**src/rtl/pc_fetch_unit.sv**
```systemverilog
// pc_fetch_unit
// Owns the architectural PC and the instruction-fetch handshake to instruction
// memory, hands {instr, instr_pc} to decode, counts retirements and traps fetch
// timeouts and misaligned next-PC targets. All outputs come from flops.
module pc_fetch_unit #(
  parameter logic [31:0] RESET_PC    = 32'h0000_0000,
  parameter int          TIMEOUT_CYC = 16
) (
  input  logic        clk,
  input  logic        rst_n,
  input  logic [31:0] next_pc,
  input  logic        instr_ready,
  output logic        instr_valid,
  output logic [31:0] instr,
  output logic [31:0] instr_pc,
  output logic        imem_req,
  output logic [31:0] imem_addr,
  input  logic        imem_gnt,
  input  logic        imem_rvalid,
  input  logic [31:0] imem_rdata,
  output logic [31:0] retire_cnt,
  output logic        fetch_err,
  output logic [1:0]  err_cause
);

  // Timer only has to reach TIMEOUT_CYC-1, so clog2 bits are enough.
  localparam int            TW         = $clog2(TIMEOUT_CYC);
  localparam logic [TW-1:0] TIMER_LAST = TW'(TIMEOUT_CYC - 1);

  localparam logic [1:0] CAUSE_TIMEOUT    = 2'b01;
  localparam logic [1:0] CAUSE_MISALIGNED = 2'b10;

  typedef enum logic [2:0] {
    S_IDLE,
    S_REQ,
    S_WAIT,
    S_HOLD,
    S_ERR
  } state_t;

  state_t        state_q, state_d;
  logic [31:0]   pc_q, pc_d;
  logic [31:0]   instr_q, instr_d;
  logic [TW-1:0] timer_q, timer_d;
  logic [31:0]   retire_cnt_q, retire_cnt_d;
  logic [1:0]    err_cause_q, err_cause_d;
  logic          req_q, req_d;
  logic          valid_q, valid_d;
  logic          err_q, err_d;

  // Next-state and datapath updates; output flags are decoded from the next state
  // so that the registered outputs always match the state they describe.
  always_comb begin
    state_d      = state_q;
    pc_d         = pc_q;
    instr_d      = instr_q;
    timer_d      = timer_q;
    retire_cnt_d = retire_cnt_q;
    err_cause_d  = err_cause_q;

    case (state_q)
      S_IDLE: begin
        state_d = S_REQ;
      end
      S_REQ: begin
        if (imem_gnt) begin
          state_d = S_WAIT;
          timer_d = '0;
        end
      end
      S_WAIT: begin
        if (imem_rvalid) begin
          instr_d = imem_rdata;
          state_d = S_HOLD;
        end else begin
          timer_d = timer_q + 1'b1;
          if (timer_q == TIMER_LAST) begin
            state_d     = S_ERR;
            err_cause_d = CAUSE_TIMEOUT;
          end
        end
      end
      S_HOLD: begin
        if (instr_ready) begin
          retire_cnt_d = retire_cnt_q + 32'd1;
          if (next_pc[1:0] != 2'b00) begin
            state_d     = S_ERR;
            err_cause_d = CAUSE_MISALIGNED;
          end else begin
            pc_d    = next_pc;
            state_d = S_REQ;
          end
        end
      end
      S_ERR: begin
        state_d = S_ERR;
      end
      default: begin
        state_d = S_IDLE;
      end
    endcase

    req_d   = (state_d == S_REQ);
    valid_d = (state_d == S_HOLD);
    err_d   = (state_d == S_ERR);
  end

  // State, datapath and output flops with asynchronous active-low reset.
  always_ff @(posedge clk or negedge rst_n) begin
    if (!rst_n) begin
      state_q      <= S_IDLE;
      pc_q         <= RESET_PC;
      instr_q      <= '0;
      timer_q      <= '0;
      retire_cnt_q <= '0;
      err_cause_q  <= '0;
      req_q        <= 1'b0;
      valid_q      <= 1'b0;
      err_q        <= 1'b0;
    end else begin
      state_q      <= state_d;
      pc_q         <= pc_d;
      instr_q      <= instr_d;
      timer_q      <= timer_d;
      retire_cnt_q <= retire_cnt_d;
      err_cause_q  <= err_cause_d;
      req_q        <= req_d;
      valid_q      <= valid_d;
      err_q        <= err_d;
    end
  end

  assign instr_valid = valid_q;
  assign instr       = instr_q;
  assign instr_pc    = pc_q;
  assign imem_req    = req_q;
  assign imem_addr   = pc_q;
  assign retire_cnt  = retire_cnt_q;
  assign fetch_err   = err_q;
  assign err_cause   = err_cause_q;

endmodule
```
**config.mk**
```make
export PLATFORM = sky130hd
export DESIGN_NAME = pc_fetch_unit
export DESIGN_NICKNAME = d
export VERILOG_FILES = /design/src/rtl/pc_fetch_unit.sv
export SDC_FILE = /design/constraint.sdc
export NUM_CORES = 1
export LEC_CHECK = 0
export BUFFER_PORTS_ARGS = -buffer_cell sky130_fd_sc_hd__buf_4
export CORE_ASPECT_RATIO = 0.8
export CORE_MARGIN = 4
export CORE_UTILIZATION = 45
export CTS_CLUSTER_SIZE = 25
export DETAILED_ROUTE_END_ITERATION = 10
export GPL_TIMING_DRIVEN = 0
export PLACE_DENSITY = 0.77
export SYNTH_ARGS = -nofsm -noshare
export SYNTH_HDL_FRONTEND = slang
export SYNTH_SLANG_ARGS = --single-unit
```
**constraint.sdc**
```tcl
create_clock -name clk -period 4.5 [get_ports clk]
set_input_delay 0.225 -clock clk [delete_from_list [all_inputs] [get_ports clk]]
set_output_delay 0.225 -clock clk [all_outputs]
set_load 0.01 [all_outputs]
```
# Yosys cells after proc, flatten, opt, wreduce, memory -nomap -nowiden
# Cells that the tools add are included.
# W data, S select, Z words.
[word_totals]
reg_bits = 108
output_inout_bits = 133
[classes]
reduce_logical = 9
bitwise_logic = 1
n_addsub = 2
mux = 14
n_eq_ne = 13
[op_table]
columns = ["operator", "count"]
rows = [
  ["$add A32 B1 Y32 const B", 1],
  ["$mux W3", 5],
  ["$pmux W3 S5", 1],
  ["$ne A2 B2 Y1 const B", 5],
  ["$eq A3 B2 Y1 const B", 3],
  ["$mux W2", 4],
  ["$mux W4", 2],
  ["$pmux W4 S2", 1],
  ["$eq A3 B1 Y1 const B", 2],
  ["$eq A3 B3 Y1 const B", 2],
  ["$reduce_and A3 Y1", 2],
  ["$reduce_bool A2 Y1", 3],
  ["$reduce_and A5 Y1", 1],
  ["$add A4 B1 Y4 const B", 1],
  ["$eq A4 B4 Y1 const B", 1],
  ["$pmux W2 S2", 1],
  ["$reduce_and A2 Y1", 2],
  ["$logic_not A3 Y1", 1],
  ["$not A1 Y1", 1],
]

# Depth between registers and ports, before layout
# Gate-level depths: netlist of the first run.
[depth]
depth_word = 5
mapped_depth = 6

# Worst setup path after synthesis of the first run
# No wires, ideal clock.
[synth_path]
kind = "flip-flop to flip-flop"
startpoint = "reg state_q[2]"
endpoint = "reg instr_q[0] (netlist: instr[0])"
t_arrival_ns = 1.474
slack_ns = 2.901
period_less_slack_ns = 1.599
stages_incl_launch_ff = 5
n_path_buf = 1
path_cell_list = "dfrtp_1 > nand2b_1 > nor3b_2 > buf_4 > mux2_2"
[synth_between]
elab_chain_cells = 2
[synth_lines]
columns = ["item", "line_no", "text"]
rows = [
  ["from (decl)", "41", "state_t state_q, state_d;"],
  ["from (signal assigned)", "121", "state_q <= state_d;"],
  ["$eq A3 B2 Y1", "61", "case (state_q)"],
  ["$reduce_and A2 Y1 (no line)", "--", ""],
  ["to (signal assigned)", "123", "instr_q <= instr_d;"],
  ["to (decl)", "43", "logic [31:0] instr_q, instr_d;"],
]
# No other way between the ends.
# A chain may end at the register's enable or synchronous reset.

# Worst setup path after layout of the first run
[layout_path]
startpoint = "reg state_q[2]"
endpoint = "reg instr_q[12] (netlist: instr[12])"
# The elaborated chain is that of the path after synthesis.

==> flow_results.xml, run 1 <==
<?xml version="1.0" encoding="UTF-8"?>
<metrics>
  <group name="synthesis">
    <metric name="synth_area" unit="um^2">4775</metric>
    <metric name="yosysWarningCount" unit="">0</metric>
    <metric name="synth_cells" unit="">363</metric>
    <metric name="synth_seq_cells" unit="">108</metric>
    <metric name="async_reset_ff_share" unit="%">100.0</metric>
    <metric name="synth.avg_cell_area" unit="um^2">13.15</metric>
    <metric name="number_of_enable_type_register_cells_in_the_synthesized_netlist" unit="">0</metric>
    <metric name="synth.yosys.seq_area_share" unit="%">56.60</metric>
    <metric name="synth_top_area_share" unit="%">56.60</metric>
    <metric name="synth_top_area_cell" unit="">dfrtp_1</metric>
    <metric name="most_used_standard_cell_by_instance_count_after_synthesis" unit="">dfrtp_1</metric>
    <metric name="syn-num-nets" unit="">434</metric>
    <metric name="cell_types_with_the_highest_counts_after_synthesis" unit="">108 x dfrtp_1, 64 x mux2_2, 37 x buf_4</metric>
    <metric name="synth.lib_cells_used.distinct" unit="">36</metric>
    <metric name="flip_flop_cell_with_the_highest_count_after_synthesis" unit="">dfrtp_1</metric>
    <metric name="synth_area_leaders" unit="">dfrtp_1 57%, mux2_2 15%, buf_4 5.8%</metric>
  </group>
  <group name="global_route">
    <metric name="antenna_found_initial" unit="">0</metric>
    <metric name="global_route_wire_length_before_repair" unit="um">18020</metric>
    <metric name="maximum_number_of_pins_on_one_net_before_global_route_repair" unit="">109</metric>
    <metric name="grt_util_all_layers" unit="%">18.67</metric>
    <metric name="grt_pass1_vias" unit="">3542</metric>
    <metric name="globalRouteOverflowTotal" unit="">0</metric>
  </group>
  <group name="die">
    <metric name="top_level_ports" unit="">202</metric>
    <metric name="die-height" unit="um">100.1</metric>
    <metric name="die_w" unit="um">123.2</metric>
    <metric name="initial_core_util" unit="%">46.25</metric>
    <metric name="core_area" unit="um^2">10320</metric>
    <metric name="placement_rows" unit="">33</metric>
    <metric name="die-area" unit="um^2">12330</metric>
  </group>
  <group name="drt">
    <metric name="via_count" unit="">3480</metric>
    <metric name="final_antenna_net_count" unit="">0</metric>
    <metric name="drtPass1Iterations" unit="">4</metric>
    <metric name="wirelength" unit="um">11490</metric>
    <metric name="drt-vias-per-instance" unit="">4.820</metric>
    <metric name="remaining_drc_errors" unit="">0</metric>
    <metric name="number_of_drc_violations_after_detailed_routing_iteration_0" unit="">119</metric>
    <metric name="post_drt_wl_per_cell" unit="um">15.91</metric>
  </group>
  <group name="setup_path">
    <metric name="reg2regPathDepth" unit="">4</metric>
    <metric name="crit_path_cell_trace" unit="">nand2b_1 -&gt; nor3b_2 -&gt; buf_4 -&gt; mux2_2</metric>
    <metric name="reg2reg_from" unit="">state_q[2]$_DFF_PN0_</metric>
    <metric name="crit_path_start_kind" unit="">register</metric>
    <metric name="worstPathArrival" unit="ns">2.12</metric>
    <metric name="crit_path_top_delay_cell" unit="">nor3b_2</metric>
    <metric name="critical_path.top_delay_family" unit="">simple AND/OR/NAND/NOR gates</metric>
    <metric name="critical_path_peak_fanout" unit="">10</metric>
    <metric name="critical-path-max-stage-delay" unit="ns">0.45</metric>
    <metric name="rr_endpoint" unit="">instr[12]$_DFFE_PN0P_</metric>
    <metric name="reg2reg_slack" unit="ns">2.60</metric>
    <metric name="worst_ep_required_time" unit="ns">4.72</metric>
    <metric name="cp_num_buf_inv" unit="">1</metric>
    <metric name="worstSetupEndpointType" unit="">register</metric>
    <metric name="timing_worst_setup_path_type" unit="">reg -&gt; reg</metric>
  </group>
  <group name="power">
    <metric name="power.share.sequential" unit="%">38.5</metric>
    <metric name="switching_share" unit="%">31.74</metric>
    <metric name="p_switching" unit="mW">1.286</metric>
    <metric name="p_clk_share" unit="%">19.6</metric>
    <metric name="power_leakage" unit="nW">3.474</metric>
    <metric name="power.ir.vdd_worst" unit="V">0.0003531</metric>
    <metric name="power_density" unit="nW/um^2">595.5</metric>
    <metric name="combPwrFrac" unit="%">41.9</metric>
    <metric name="p_int" unit="mW">2.764</metric>
  </group>
  <group name="min_path">
    <metric name="min_path_cells" unit="">2</metric>
    <metric name="worst_hold_path.endpoint" unit="">imem_addr[18]$_DFFE_PN0P_</metric>
    <metric name="hold_start" unit="">next_pc[18]</metric>
    <metric name="hold_path.class" unit="">in -&gt; reg</metric>
  </group>
  <group name="timing">
    <metric name="worst_slew_pin_slew" unit="ns">0.5592</metric>
    <metric name="report.final.hold_viol_count" unit="">0</metric>
    <metric name="fin_crit_sh" unit="%">42.28</metric>
    <metric name="final_setup_violation_count" unit="">0</metric>
    <metric name="finalSetupTns" unit="ns">0</metric>
    <metric name="timing_max_transition_violations_final" unit="">0</metric>
    <metric name="layout_min_cycle_time" unit="ns">1.902</metric>
    <metric name="grt_setup_unrepaired" unit="">no</metric>
    <metric name="timing.fmax" unit="MHz">525.7</metric>
    <metric name="fin_worst_hold_slack" unit="ns">0.1119</metric>
    <metric name="relative_slew_slack" unit="%">62.25</metric>
    <metric name="finalClockSkew" unit="ns">0.008713</metric>
  </group>
  <group name="final_layout">
    <metric name="area_delta_synth_final" unit="%">42.43</metric>
    <metric name="finish.net_count" unit="">648</metric>
    <metric name="post_route_cells_drive_above_1_share" unit="%">57.90</metric>
    <metric name="insertedDiodeCount" unit="">0</metric>
    <metric name="finished_layout_cell_area" unit="um^2">6800</metric>
  </group>
  <group name="cts">
    <metric name="clock_tree.htree_level_count" unit="">3</metric>
    <metric name="clk_pin_slew" unit="ns">0.07</metric>
    <metric name="cts_resized" unit="">0</metric>
    <metric name="clock_latency" unit="ns">0.34</metric>
    <metric name="clkSinkCount" unit="">108</metric>
    <metric name="root_buffer" unit="">clkbuf_16</metric>
    <metric name="postCtsSetupBuffers" unit="">0</metric>
    <metric name="cts_tree" unit="">done</metric>
    <metric name="tritoncts.num_buffers" unit="">9</metric>
    <metric name="post_cts_hold_buffer_count" unit="">0</metric>
    <metric name="cts.path.max_buffers" unit="">2</metric>
  </group>
  <group name="outcome">
    <metric name="outcome" unit="">finished, final reports clean</metric>
  </group>
  <group name="placement">
    <metric name="post_dp_hpwl" unit="um">8640</metric>
    <metric name="area_post_placement" unit="um^2">6459</metric>
    <metric name="port_buffer_cells" unit="">201</metric>
    <metric name="globalplace.congestion" unit="">0.7799</metric>
  </group>
  <group name="flow_run">
    <metric name="cap_violations" unit="">0</metric>
  </group>
</metrics>
==> through the flow <==
stage,power [mW],setup slack (ns),util [%],instances
after floorplan,2.372,2.901,-,363
after global placement,3.227,2.661,62.57,704
after detailed placement,3.292,2.602,62.57,704
after CTS,4.096,2.578,65.48,720
after global routing,4.303,2.476,65.88,722
final,4.050,2.598,65.88,722
==> layout by cell type (no fill, tap or decap), types with 3 or more instances in the layout <==
cell / synthesis / final
a21oi_1: 3 / 3
and2_1: 5 / 5
and3_1: 5 / 5
and4_1: 6 / 6
buf_2: 4 / 4
buf_4: 37 / 237
clkbuf_16: 0 / 9
dfrtp_1: 108 / 108
inv_1: 11 / 11
mux2_2: 64 / 64
nand2_1: 16 / 16
nand3_1: 9 / 9
nand4_1: 6 / 6
nand4_4: 3 / 3
nor2_1: 9 / 9
nor3_1: 13 / 13
o21ai_0: 7 / 7
xnor2_1: 12 / 12
xor2_1: 20 / 20
==> worst max-delay path by stage <==
stage	start	endpoint	slack (ns)	cells past startpoint
6_report	state_q[2]$_DFF_PN0_	instr[12]$_DFFE_PN0P_	2.60	4
5_1_grt	state_q[2]$_DFF_PN0_	instr[14]$_DFFE_PN0P_	2.48	4
4_1_cts	state_q[2]$_DFF_PN0_	instr[12]$_DFFE_PN0P_	2.58	4
3_5_place_dp	state_q[2]$_DFF_PN0_	instr[12]$_DFFE_PN0P_	2.60	4
3_3_place_gp	state_q[2]$_DFF_PN0_	instr[2]$_DFFE_PN0P_	2.66	4
2_1_floorplan	state_q[2]$_DFF_PN0_	instr[0]$_DFFE_PN0P_	2.90	4
==> power groups by stage <==
stage	logic, mW	clock network [mW]	registers [mW]
floorplan	0.698	0	1.67
global placement	1.67	0	1.55
detailed placement	1.72	0	1.57
CTS	1.72	0.815	1.56
global route	1.84	0.855	1.60
finish	1.70	0.793	1.56
==> layout make-up <==
cell class / count / area (um^2)
clock inverters: 7 / 75.07
fillers: 815 / 3522
flip-flops and latches: 108 / 2703
inverters: 11 / 41.29
plain buffers: 42 / 309.0
well taps: 140 / 175.2
repair buffers: 203 / 1550
multi-input cells: 202 / 1722
clock buffers: 9 / 225.2
==> cell families after synthesis <==
group	count (synthesis)	synth area share, %
compound gates	14	1.703
xor+xnor	32	5.870
fa+ha+maj	2	0.5240
buf+inv	53	7.338
flops	108	56.60
mux	66	15.51
simple gates	88	12.45
==> flip-flops by register name, summed over array words and instances (netlist names) <==
name / count
timer_q: 4
imem_addr: 32
instr: 32
retire_cnt: 32
err_cause: 2
imem_req: 1
state_q: 3
fetch_err: 1
instr_valid: 1
==> metal layers <==
metal	global-route usage, %	wire (um)	up-vias
met5	0	0	-
met4	5.362	93	0
met3	4.056	808	8
met2	31.95	5985	121
met1	23.97	4598	1693
li1	-	-	1658
No activity file was read; power rests on OpenSTA's default activity.
==> inputs of run 2 (changes only) <==
Settings changed: CORE_UTILIZATION 45 to 43.
Clock period 4.5 ns to 1.6 ns, I/O delays scaled along.
==> run 2 against run 1 <==
  * The run now ends with setup timing left
  * Hold slack got worse by 0.040 ns
  * Largest cell class unchanged
  * Via count rose by 16%
  * Setup slack got worse by 2.6 ns
  * Sequential share of layout area fell by 5.3 points
  * Core utilization rose by 6.6 points
  * Final area rose by 16%
  * Cell count rose by 12%
  * Global-route usage rose by 2.4 points
  * Maximum frequency rose by 16%
  * Die area rose by 4.3%
  * Sequential power rose to 2.9 times the previous value
  * Register-to-register slack got worse by 2.6 ns
==> flow_results.xml, run 2 (synthesis results as in run 1) <==
<?xml version="1.0" encoding="UTF-8"?>
<metrics>
  <group name="setup_path">
    <metric name="critical_path.top_delay_family" unit="">simple AND/OR/NAND/NOR gates</metric>
    <metric name="timing_worst_setup_path_type" unit="">reg -&gt; reg</metric>
    <metric name="cp_num_buf_inv" unit="">2</metric>
    <metric name="worstPathArrival" unit="ns">1.89</metric>
    <metric name="reg2reg_from" unit="">state_q[2]$_DFF_PN0_</metric>
    <metric name="critical_path_peak_fanout" unit="">8</metric>
    <metric name="crit_path_top_delay_cell" unit="">dfrtp_1</metric>
    <metric name="critPathLaunch" unit="">state_q[2]$_DFF_PN0_</metric>
    <metric name="crit_path_start_kind" unit="">register</metric>
    <metric name="crit_path_cell_trace" unit="">and4b_2 -&gt; buf_6 -&gt; nand2_4 -&gt; buf_8 -&gt; nor4_4 -&gt; xor2_1</metric>
    <metric name="worst_ep_required_time" unit="ns">1.85</metric>
    <metric name="worstSetupEndpointType" unit="">register</metric>
    <metric name="critical-path-max-stage-delay" unit="ns">0.41</metric>
  </group>
  <group name="min_path">
    <metric name="hold_path.class" unit="">in -&gt; reg</metric>
    <metric name="hold_start" unit="">next_pc[0]</metric>
  </group>
  <group name="final_layout">
    <metric name="insertedDiodeCount" unit="">0</metric>
    <metric name="final_common_cell" unit="">buf_4</metric>
    <metric name="fill_cells" unit="">701</metric>
    <metric name="post_route_cells_drive_above_1_share" unit="%">57.10</metric>
    <metric name="finish.net_count" unit="">728</metric>
    <metric name="final_cell_mix" unit="">248 x buf_4, 103 x dfrtp_1, 63 x dlygate4sd3_1</metric>
    <metric name="area_delta_synth_final" unit="%">64.78</metric>
  </group>
  <group name="timing">
    <metric name="worst_slew_pin_slew" unit="ns">0.4594</metric>
    <metric name="final_setup_violation_count" unit="">13</metric>
    <metric name="report.final.hold_viol_count" unit="">0</metric>
    <metric name="fin_ws" unit="ns">-0.03394</metric>
    <metric name="finalClockSkew" unit="ns">0.006311</metric>
    <metric name="layout_min_cycle_time" unit="ns">1.634</metric>
    <metric name="grt_setup_unrepaired" unit="">yes</metric>
    <metric name="fin_crit_sh" unit="%">102.1</metric>
    <metric name="timing_max_transition_violations_final" unit="">0</metric>
    <metric name="relative_slew_slack" unit="%">69.38</metric>
    <metric name="timing.fmax" unit="MHz">612.0</metric>
    <metric name="fin_worst_hold_slack" unit="ns">0.07198</metric>
  </group>
  <group name="cts">
    <metric name="cts_tree" unit="">done</metric>
    <metric name="tritoncts.num_buffers" unit="">9</metric>
    <metric name="clock_latency" unit="ns">0.34</metric>
    <metric name="clkSinkCount" unit="">108</metric>
    <metric name="cts.path.max_buffers" unit="">2</metric>
    <metric name="clk_pin_slew" unit="ns">0.07</metric>
    <metric name="clock_tree.htree_level_count" unit="">3</metric>
    <metric name="root_buffer" unit="">clkbuf_16</metric>
  </group>
  <group name="drt">
    <metric name="remaining_drc_errors" unit="">0</metric>
    <metric name="final_antenna_net_count" unit="">0</metric>
    <metric name="via_count" unit="">4026</metric>
    <metric name="number_of_drc_violations_after_detailed_routing_iteration_0" unit="">170</metric>
    <metric name="drt-vias-per-instance" unit="">4.995</metric>
    <metric name="wirelength" unit="um">14740</metric>
    <metric name="drtPass1Iterations" unit="">4</metric>
    <metric name="post_drt_wl_per_cell" unit="um">18.29</metric>
  </group>
  <group name="die">
    <metric name="placement_rows" unit="">34</metric>
    <metric name="die-area" unit="um^2">12860</metric>
    <metric name="die_w" unit="um">125.8</metric>
    <metric name="top_level_ports" unit="">202</metric>
    <metric name="die-height" unit="um">102.3</metric>
    <metric name="initial_core_util" unit="%">44.01</metric>
    <metric name="core_area" unit="um^2">10850</metric>
  </group>
  <group name="placement">
    <metric name="post_dp_hpwl" unit="um">8814</metric>
    <metric name="globalplace.congestion" unit="">0.8437</metric>
    <metric name="place_ws" unit="ns">-0.2569</metric>
    <metric name="port_buffer_cells" unit="">201</metric>
  </group>
  <group name="global_route">
    <metric name="grt.met2_usage" unit="%">37.96</metric>
    <metric name="grt_util_all_layers" unit="%">21.12</metric>
    <metric name="grt_pass1_vias" unit="">3986</metric>
    <metric name="globalRouteOverflowTotal" unit="">0</metric>
    <metric name="globalRoute.busiestLayer" unit="">met2</metric>
    <metric name="antenna_found_initial" unit="">0</metric>
    <metric name="grtUsageMet1" unit="%">25.16</metric>
    <metric name="global_route_wire_length_before_repair" unit="um">21510</metric>
    <metric name="grtUsageMet3" unit="%">4.963</metric>
    <metric name="maximum_number_of_pins_on_one_net_before_global_route_repair" unit="">109</metric>
  </group>
  <group name="power">
    <metric name="power_density" unit="nW/um^2">1549</metric>
    <metric name="finalPower" unit="mW">12.19</metric>
    <metric name="power_leakage" unit="nW">3.968</metric>
    <metric name="power.ir.vdd_worst" unit="V">0.001078</metric>
  </group>
  <group name="outcome">
    <metric name="outcome" unit="">finished with violations</metric>
    <metric name="violated_checks" unit="">setup timing</metric>
  </group>
  <group name="flow_run">
    <metric name="cap_violations" unit="">0</metric>
  </group>
</metrics>
==> run 2: changes by cell type in the layout (fill, tap and decap cells not counted), moves of 7 or more <==
cell / delta
buf_4: +11
dlygate4sd3_1: +62
mux2_2: -20
mux2_4: +20
nor3_1: -9
nor3_2: +7
==> run 2: path summary, 6_finish.rpt <==
kind / end / slack [ns] / cells past startpoint
max in group asynchronous: retire_cnt[0]$_DFFE_PN0P_ / 0.71 / 3
min reg2reg: retire_cnt[31]$_DFFE_PN0P_ / 0.47 / 1
min: err_cause[1]$_DFFE_PN0P_ / 0.07 / 3
max: retire_cnt[20]$_DFFE_PN0P_ / -0.03 / 6
min in group asynchronous: imem_addr[28]$_DFFE_PN0P_ / 0.21 / 2
max reg2reg: retire_cnt[20]$_DFFE_PN0P_ / -0.03 / 6
==> run 2: worst min-delay path: stages <==
cell and delay [ns]:
buf_4 0.08, o21ai_0 0.13, nand2_1 0.09
==> run 2: report_power, final <==
group	switching (mW)	total [mW]	internal [mW]
Clock	1.00	2.11	1.11
Sequential	0.792	4.47	3.68
Combinational	2.21	5.60	3.39
==> run 2: through the flow <==
step / instances / area [um^2] / setup TNS [ns] / utilization [%]
after floorplan: 363 / 4775 / 0 / -
after global placement: 708 / 6464 / -9.386 / 59.58
after detailed placement: 708 / 6464 / -10.84 / 59.58
after CTS: 798 / 7564 / -0.1898 / 69.72
after global routing: 806 / 7868 / -2.901 / 72.53
final: 806 / 7868 / -0.1507 / 72.53
==> run 2: layout make-up <==
cell class	instances	area, um^2	share of cell area [%]
plain buffers	42	344.1	4.373
clock buffers	10	239.0	3.038
clock inverters	6	46.29	0.5884
inverters	11	41.29	0.5248
multi-input cells	204	1954	24.84
flip-flops and latches	108	2709	34.43
well taps	144	180.2	2.290
repair buffers	281	2354	29.91
==> run 2: what timing repair did <==
action	in CTS	in global routing
hold buffers	62	1
endpoints found under the setup margin	71	73
buffers inserted	9	4
resized for setup	21	45
endpoints found under the hold margin	62	37
gates cloned	3	2
pin swaps	4	5
==> run 2: per-layer routing <==
metal / vias to the layer above / share of wire (%)
met4: 0 / 2.1
li1: 1833 / -
met3: 28 / 6.0
met2: 156 / 53
met5: - / 0
met1: 2009 / 39
